<file path="src/rtl/uart_frame_pkg.sv">
// uart_frame_pkg: shared FSM states, framing constants and the CRC-8 byte step for uart_frame_tx
package uart_frame_pkg;
  typedef enum logic [2:0] {IDLE, SOF, LEN, PAYLOAD, CHECK} state_t;
  localparam logic [7:0] SOF_DEFAULT = 8'hA5;
  localparam logic [7:0] CRC8_POLY = 8'h07;
  function automatic logic [7:0] crc8_byte(input logic [7:0] crc, input logic [7:0] data);
    logic [7:0] c;
    c = crc ^ data;
    for (int i = 0; i < 8; i++) c = c[7] ? (c << 1) ^ CRC8_POLY : c << 1;
    return c;
  endfunction
endpackage

</file>
<file path="src/rtl/frame_checksum.sv">
// frame_checksum: running frame check byte; XOR fold by default, CRC-8 (poly 0x07) when FRAME_CRC8_EN is defined
module frame_checksum
  import uart_frame_pkg::*;
(
  input  logic       clk,
  input  logic       rst,
  input  logic       clr,
  input  logic       en,
  input  logic [7:0] data,
  output logic [7:0] sum
);
  logic [7:0] sum_q, sum_d, fold;
`ifdef FRAME_CRC8_EN
  assign fold = crc8_byte(sum_q, data);
`else
  assign fold = sum_q ^ data;
`endif
  always_comb sum_d = clr ? 8'h00 : en ? fold : sum_q;
  always_ff @(posedge clk) sum_q <= !rst ? 8'h00 : sum_d;
  assign sum = sum_q;
endmodule

</file>
<file path="src/rtl/uart_frame_tx.sv">
// uart_frame_tx: frames a message word as SOF, LEN, payload (MSB-first), check byte onto a valid/ready byte stream
// FRAME_CRC8_EN selects a CRC-8 check byte instead of XOR.
module uart_frame_tx
  import uart_frame_pkg::*;
#(
  parameter int PAYLOAD_BYTES = 4,
  parameter logic [7:0] SOF_BYTE = SOF_DEFAULT,
  parameter int CNT_W = 16
) (
  input  logic                       clk,
  input  logic                       rst,
  input  logic [PAYLOAD_BYTES*8-1:0] msg_data,
  input  logic                       msg_valid,
  output logic                       msg_ready,
  output logic [7:0]                 byte_out,
  output logic                       byte_valid,
  input  logic                       byte_ready,
  output logic                       busy,
  output logic [CNT_W-1:0]           frames_sent
);
  localparam int PW = PAYLOAD_BYTES * 8;
  localparam logic [7:0] LEN_BYTE = 8'(PAYLOAD_BYTES);
  localparam logic [7:0] LAST_IDX = 8'(PAYLOAD_BYTES - 1);
  state_t state_q, state_d;
  logic [PW-1:0] shift_q, shift_d;
  logic [7:0] idx_q, idx_d, csum;
  logic [CNT_W-1:0] frames_q, frames_d;
  logic accept, xfer;
  assign accept = msg_valid && msg_ready;
  assign xfer = byte_valid && byte_ready;
  always_ff @(posedge clk) begin
    state_q <= !rst ? IDLE : state_d;
    shift_q <= !rst ? '0 : shift_d;
    idx_q <= !rst ? 8'h00 : idx_d;
    frames_q <= !rst ? '0 : frames_d;
  end
  always_comb begin
    state_d = state_q;
    unique case (state_q)
      IDLE:    state_d = accept ? SOF : IDLE;
      SOF:     state_d = xfer ? LEN : SOF;
      LEN:     state_d = xfer ? PAYLOAD : LEN;
      PAYLOAD: state_d = (xfer && idx_q == LAST_IDX) ? CHECK : PAYLOAD;
      CHECK:   state_d = xfer ? IDLE : CHECK;
      default: state_d = IDLE;
    endcase
  end
  always_comb begin
    shift_d = accept ? msg_data : (state_q == PAYLOAD && xfer) ? shift_q << 8 : shift_q;
    idx_d = accept ? 8'h00 : (state_q == PAYLOAD && xfer) ? idx_q + 8'd1 : idx_q;
    frames_d = (state_q == CHECK && xfer) ? frames_q + CNT_W'(1) : frames_q;
  end
  always_comb begin
    msg_ready = state_q == IDLE;
    byte_valid = state_q != IDLE;
    busy = state_q != IDLE;
    byte_out = state_q == SOF     ? SOF_BYTE :
               state_q == LEN     ? LEN_BYTE :
               state_q == PAYLOAD ? shift_q[PW-1 -: 8] :
               state_q == CHECK   ? csum : 8'h00;
  end
  frame_checksum u_csum (
    .clk (clk),
    .rst (rst),
    .clr (accept),
    .en  (xfer && (state_q == LEN || state_q == PAYLOAD)),
    .data(byte_out),
    .sum (csum)
  );
  assign frames_sent = frames_q;
endmodule

</file>
<file path="config.mk">
export PLATFORM = sky130hd
export DESIGN_NAME = uart_frame_tx
export DESIGN_NICKNAME = d
export VERILOG_FILES = /design/src/rtl/uart_frame_pkg.sv /design/src/rtl/frame_checksum.sv /design/src/rtl/uart_frame_tx.sv
export SDC_FILE = /design/constraint.sdc
export NUM_CORES = 1
export LEC_CHECK = 0
export CORE_MARGIN = 3
export CORE_UTILIZATION = 45
export CTS_CLUSTER_SIZE = 8
export DETAILED_ROUTE_END_ITERATION = 10
export PLACE_DENSITY = 0.8
export SLEW_MARGIN = 40
export SYNTH_ARGS = -nofsm -noshare
export SYNTH_HDL_FRONTEND = slang
export SYNTH_SLANG_ARGS = --single-unit
</file>
<file path="constraint.sdc">
create_clock -name clk -period 5.1 [get_ports clk]
set_input_delay 0.51 -clock clk [delete_from_list [all_inputs] [get_ports clk]]
set_output_delay 0.51 -clock clk [all_outputs]
set_load 0.01 [all_outputs]
</file>
==> results of run 1 <==
[cell usage after synthesis, drive strengths merged]
| cell type | count |
|---|---|
| a211oi | 1 |
| a21oi | 15 |
| a22oi | 2 |
| a311oi | 24 |
| and2 | 2 |
| and2b | 1 |
| and3 | 2 |
| and4 | 1 |
| and4b | 1 |
| buf | 17 |
| clkbuf | 13 |
| dfxtp | 67 |
| ha | 2 |
| inv | 8 |
| mux2i | 1 |
| nand2 | 80 |
| nand2b | 4 |
| nand3 | 18 |
| nand3b | 1 |
| nand4 | 7 |
| nand4b | 8 |
| nand4bb | 1 |
| nor2 | 49 |
| nor3 | 8 |
| nor3b | 1 |
| nor4 | 9 |
| nor4b | 1 |
| o2111ai | 2 |
| o211ai | 2 |
| o21ai | 7 |
| o32a | 1 |
| or3 | 4 |
| or3b | 1 |
| or4 | 2 |
| or4b | 1 |
| xnor2 | 16 |
| xor2 | 7 |
[cell type report]
class,instances,area (um^2),area share [%]
flip-flops and latches,67,1340,33.0
well taps,96,120,2.96
inverters,8,30.0,0.739
multi-input cells,282,1740,42.7
clock buffers,12,155,3.82
repair buffers,66,654,16.1
clock inverters,4,25.0,0.616
[cell families (layout without fill, tap and decap cells)]
kind of cell               Yosys count  after routing  synth area share, %
buffers and inverters               38             90                 5.82
AOI/OAI and AO/OA                   54             54                 15.2
and+or+nand+nor                    202            202                 30.6
DFF                                 67             67                 41.1
muxes                                1              1                0.307
xor gates and xnor gates            23             23                 6.17
adders and majority gates            2              2                0.766
[critical path, cell delays in order, from the launching register on]
cell and delay [ps]:
dfxtp_1 680, nor3b_4 530, a22oi_1 220, inv_1 90
clkdlybuf4s50_1 530
[worst min path at each step]
stage / depth (start not counted) / endpoint / from / slack [ps]
after global routing: 2 / shift_q[3]$_SDFFE_PN0P_ / shift_q[3]$_SDFFE_PN0P_ / 500
after CTS: 2 / shift_q[2]$_SDFFE_PN0P_ / shift_q[2]$_SDFFE_PN0P_ / 470
after global placement: 2 / shift_q[8]$_SDFFE_PN0P_ / shift_q[0]$_SDFFE_PN0P_ / 460
after floorplan: 2 / shift_q[0]$_SDFFE_PN0P_ / shift_q[0]$_SDFFE_PN0P_ / 450
final: 2 / shift_q[4]$_SDFFE_PN0P_ / shift_q[4]$_SDFFE_PN0P_ / 470
after detailed placement: 2 / shift_q[1]$_SDFFE_PN0P_ / shift_q[1]$_SDFFE_PN0P_ / 460
[sequential cells by signal (all words and copies together) (netlist names)]
name,flops
frames_sent,16
idx_q,8
shift_q,32
state_q,3
u_csum.sum,8
[routing by layer]
metal	vias up	GRT usage, %
met5	-	0
met4	0	5.65
met3	8	5.72
met2	98	29.2
met1	1322	22.8
li1	1447	-
[power by group]
part           total [mW]  switching (mW)  internal [mW]  leakage, nW
clock               0.398           0.197          0.201       0.0884
sequential          0.572          0.0214          0.550        0.547
combinational       0.150          0.0769         0.0731        0.743
[metrics by stage]
stage / cell area, um^2 / setup WS [ps] / cells / hold WS (ps) / utilization, %
after floorplan: 3270 / 3420 / 387 / 448 / -
final: 4060 / 2200 / 535 / 474 / 58.8
after CTS: 4050 / 2200 / 534 / 473 / 58.6
after detailed placement: 3870 / 2190 / 518 / 463 / 56.0
after global routing: 4060 / 2040 / 535 / 496 / 58.8
after global placement: 3870 / 2240 / 518 / 458 / 56.0
==> results.yml, run 1 <==
run_status:
  outcome: "finished, final reports clean"
pwr:
  ir_drop_mv: 0.175
  p_leak_nw: 1.38
  power_mw: 1.12
  power_density_nw_per_um2: 276
die:
  die_h_um: 91.2
  core-area_um2: 6910
  dieArea_um2: 8310
  num_rows: 30
  die_width_um: 91.2
  start_util_pct: 47.3
  io_pins: 63
sta:
  relSlewSlack_pct: 57.5
  fin_crit_sh_pct: 56.9
  skew_ps: 5.33
  finalHoldViolations: 0
  tightestPinTransition_ps: 637
  fmax_mhz: 345
  min_period_ps: 2900
  rsz0062_at_grt: "false"
  setup_viol: 0
  finalSetupTns_ps: 0
  finalMaxSlewViolations: 0
setup_path:
  reg2reg_depth: 5
  worstPathMaxFanout: 21
  crit_arrival_ps: 2390
  worstPathRequired_ps: 4590
  critPathCapture: "byte_out[5]"
  rr_startpoint: "state_q[0]$_SDFF_PN0_"
  reg2reg_to: "u_csum.sum[5]$_SDFFE_PP0P_"
  rrSetupSlack_ps: 2410
  cp-startpoint: "state_q[2]$_SDFF_PN0_"
  critPathCaptureType: "output port"
  critPathLaunchType: "flop"
  crit_type: "reg2out"
synthesis:
  synth_cells: 387
  yosysTopAreaCellShare_pct: 41.1
  yosys.area.top_type: "dfxtp_1"
  synth_cell_types: 44
  syn_area_per_cell_um2: 8.44
  ys_ff_latch: 67
  yosysSeqAreaShare_pct: 41.1
  ys_warn_count: 0
  synth_area_um2: 3270
  synthesis.nets: 425
  ys_top_cells_by_area: "dfxtp_1 41%, nand2_1 9.2%, a311oi_2 8.3%"
route:
  routedWlPerCell_um: 13.9
  drtIter0Drc: 213
  drt_wl_total_mm: 7.45
  top_layer: "met4"
  wl_met2_mm: 3.61
  dr_wl_met3_um: 526
  drc: 0
  vias: 2875
  firstDrtPassIters: 5
  route.layer.met1.wl_mm: 3.25
  ant_nets: 0
  vias_per_cell: 5.37
final_layout:
  n_antenna_cell: 0
  fillerInstances: 627
  final_nets: 472
  final_cell_mix: "80 x nand2_1, 67 x dfxtp_1, 62 x clkdlybuf4s50_1"
  drive_gt1_share_pct: 10.0
  mostFrequentLayoutCell: "nand2_1"
  area_growth_pct: 24.4
cts:
  cts-root-buf: "clkbuf_8"
  clk_pin_slew_worst_paths_ps: 70
  post_cts_buffers: 0
  cts.repair.resized: 0
  clk_path_buf_depth: 2
  cts_tree: "done"
  cts_hold_buf: 0
  clkLatencyLatePin_ps: 340
  cts.sink_count: 67
  cts_made_buffers: 9
  h-tree-depth: 3
hold_path:
  hold_path.class: "reg2reg"
grt:
  antenna_found_initial: 0
  grt_start_max_net_pins: 60
  grt_overflow: 0
  track_usage_pct: 18.0
  grt_pass1_vias: 2651
  grt_pass1_wl_mm: 12.2
placed_design:
  port_buffers: 62
  gp_congestion: 0.849
  dp_hpwl_mm: 5.17
job:
  maxCapViolCount: 0
No activity file was read; power rests on OpenSTA's default activity.
==> run 2, diff against run 1 <==
PLACE_DENSITY = 0.83   (was 0.8)
clock period = 2.6 ns   (was 5.1 ns; I/O delays follow)
==> run 2 against run 1 <==
Net effect:
- sequential share of layout area is 0.88 points lower
- wire length increased by 1.4%
- clock power is 150% higher
- clock-buffer cell count is 1 lower
- largest power group unchanged
==> results.yml, run 2 (synthesis gave the netlist of run 1 again) <==
final_layout:
  mostFrequentLayoutCell: "nand2_1"
  final_nets: 480
  final_util_pct: 60.4
  area_growth_pct: 27.8
  largest_register_ffs: 32
  final_cell_mix: "80 x nand2_1, 67 x dfxtp_1, 62 x clkdlybuf4s50_1"
  n_antenna_cell: 0
  drive_gt1_share_pct: 11.6
  largest_register: "shift_q"
setup_path:
  cp_slowest_cell: "dfxtp_1"
  worst-path-buf-inv: 3
  critPathMaxStageDelay_ps: 720
  rr_startpoint: "state_q[1]$_SDFF_PN0_"
  rrSetupSlack_ps: 530
  critPathLaunchType: "flop"
  cp-startpoint: "state_q[1]$_SDFF_PN0_"
  critical_path.top_delay_family: "buffers and inverters"
  crit_arrival_ps: 2180
  reg2reg_depth: 4
  worstPathRequired_ps: 2340
  reg2reg_to: "shift_q[18]$_SDFFE_PN0P_"
  critPathCaptureType: "output port"
  crit_type: "reg2out"
  path_cells: "nor3b_4, buf_4, a22oi_1, inv_1, clkdlybuf4s50_1"
  worstPathMaxFanout: 18
route:
  routedWlPerCell_um: 13.9
  ant_nets: 0
  firstDrtPassIters: 4
  wl_met2_mm: 3.74
  drt_wl_total_mm: 7.55
  vias: 2951
  top_layer: "met4"
  route.layer.met1.wl_mm: 3.24
  drtIter0Drc: 234
  vias_per_cell: 5.43
  drc: 0
  dr_wl_met3_um: 393
sta:
  relSlewSlack_pct: 56.9
  tightestPinTransition_ps: 646
  finalMaxSlewViolations: 0
  min_period_ps: 2440
  setup_viol: 0
  whs_ps: 453
  skew_ps: 8.59
  fin_crit_sh_pct: 93.9
  rsz0062_at_grt: "false"
  fmax_mhz: 410
  finalSetupTns_ps: 0
  finalHoldViolations: 0
cts:
  cts_made_buffers: 9
  clk_path_buf_depth: 2
  h-tree-depth: 3
  cts_tree: "done"
  cts_hold_buf: 0
  clkLatencyLatePin_ps: 350
  cts-root-buf: "clkbuf_8"
  clk_pin_slew_worst_paths_ps: 70
  cts.sink_count: 67
hold_path:
  hold_path.class: "in2reg"
  whs_path_depth: 3
  min_to: "shift_q[0]$_SDFFE_PN0P_"
  hp-start: "msg_data[0]"
placed_design:
  gp_congestion: 0.875
  dp_hpwl_mm: 5.32
  port_buffers: 62
die:
  die_h_um: 91.2
  io_pins: 63
  num_rows: 30
  core-area_um2: 6910
  dieArea_um2: 8310
  die_width_um: 91.2
  start_util_pct: 47.3
pwr:
  power_density_nw_per_um2: 580
  p_leak_nw: 1.44
  ir_drop_mv: 0.280
  power_mw: 2.42
grt:
  track_usage_pct: 18.7
  antenna_found_initial: 0
  grt_pass1_wl_mm: 12.7
  grt_pass1_vias: 2778
  grt_start_max_net_pins: 59
  grt_overflow: 0
job:
  maxCapViolCount: 0
run_status:
  outcome: "finished, final reports clean"
run 2: worst register-to-register path, stage by stage, from the launching register on:
cell and delay [ps]:
dfxtp_1 510, or4b_2 730, buf_4 340, nor2_1 260, a311oi_2 80
run 2: stage by stage:
step,area (um^2),setup slack (ps),std cells
final,4170,159,543
after global routing,4170,18.0,543
after CTS,4160,103,541
after detailed placement,3920,403,525
after global placement,3920,452,525
after floorplan,3270,993,387
run 2: metal layers:
metal / vias up / GRT usage (%)
met5: - / 0
met4: 0 / 8.42
met3: 16 / 3.40
met2: 88 / 31.8
met1: 1385 / 22.9
li1: 1462 / -
run 2: how the worst max path moves through the flow:
stage                                       to  slack (ps)  depth (start not counted)
detailed placement    shift_q[28]$_SDFFE_PN0P_         400                          5
floorplan           u_csum.sum[0]$_SDFFE_PP0P_         990                          7
global route                       byte_out[0]          20                          5
CTS                                byte_out[0]         100                          4
finish                             byte_out[5]         160                          5
global placement      shift_q[17]$_SDFFE_PN0P_         450                          5
run 2: area by class of cell:
type | instances | area (um^2)
clock buffers | 11 | 151
repair buffers | 74 | 711
clock inverters | 5 | 85.1
fillers | 616 | 2730
multi-input cells | 282 | 1730
inverters | 8 | 30.0
flip-flops and latches | 67 | 1340
well taps | 96 | 120
run 2: where the power goes:
group	leakage, nW	switching [mW]	internal, mW
clock	0.116	0.399	0.595
sequential	0.547	0.0443	1.08
combinational	0.782	0.154	0.148
run 2: what timing repair did:
item / in CTS / in global routing
endpoints found under the setup margin: 0 / 2
setup buffers: 0 / 2
gates resized for setup: 0 / 0
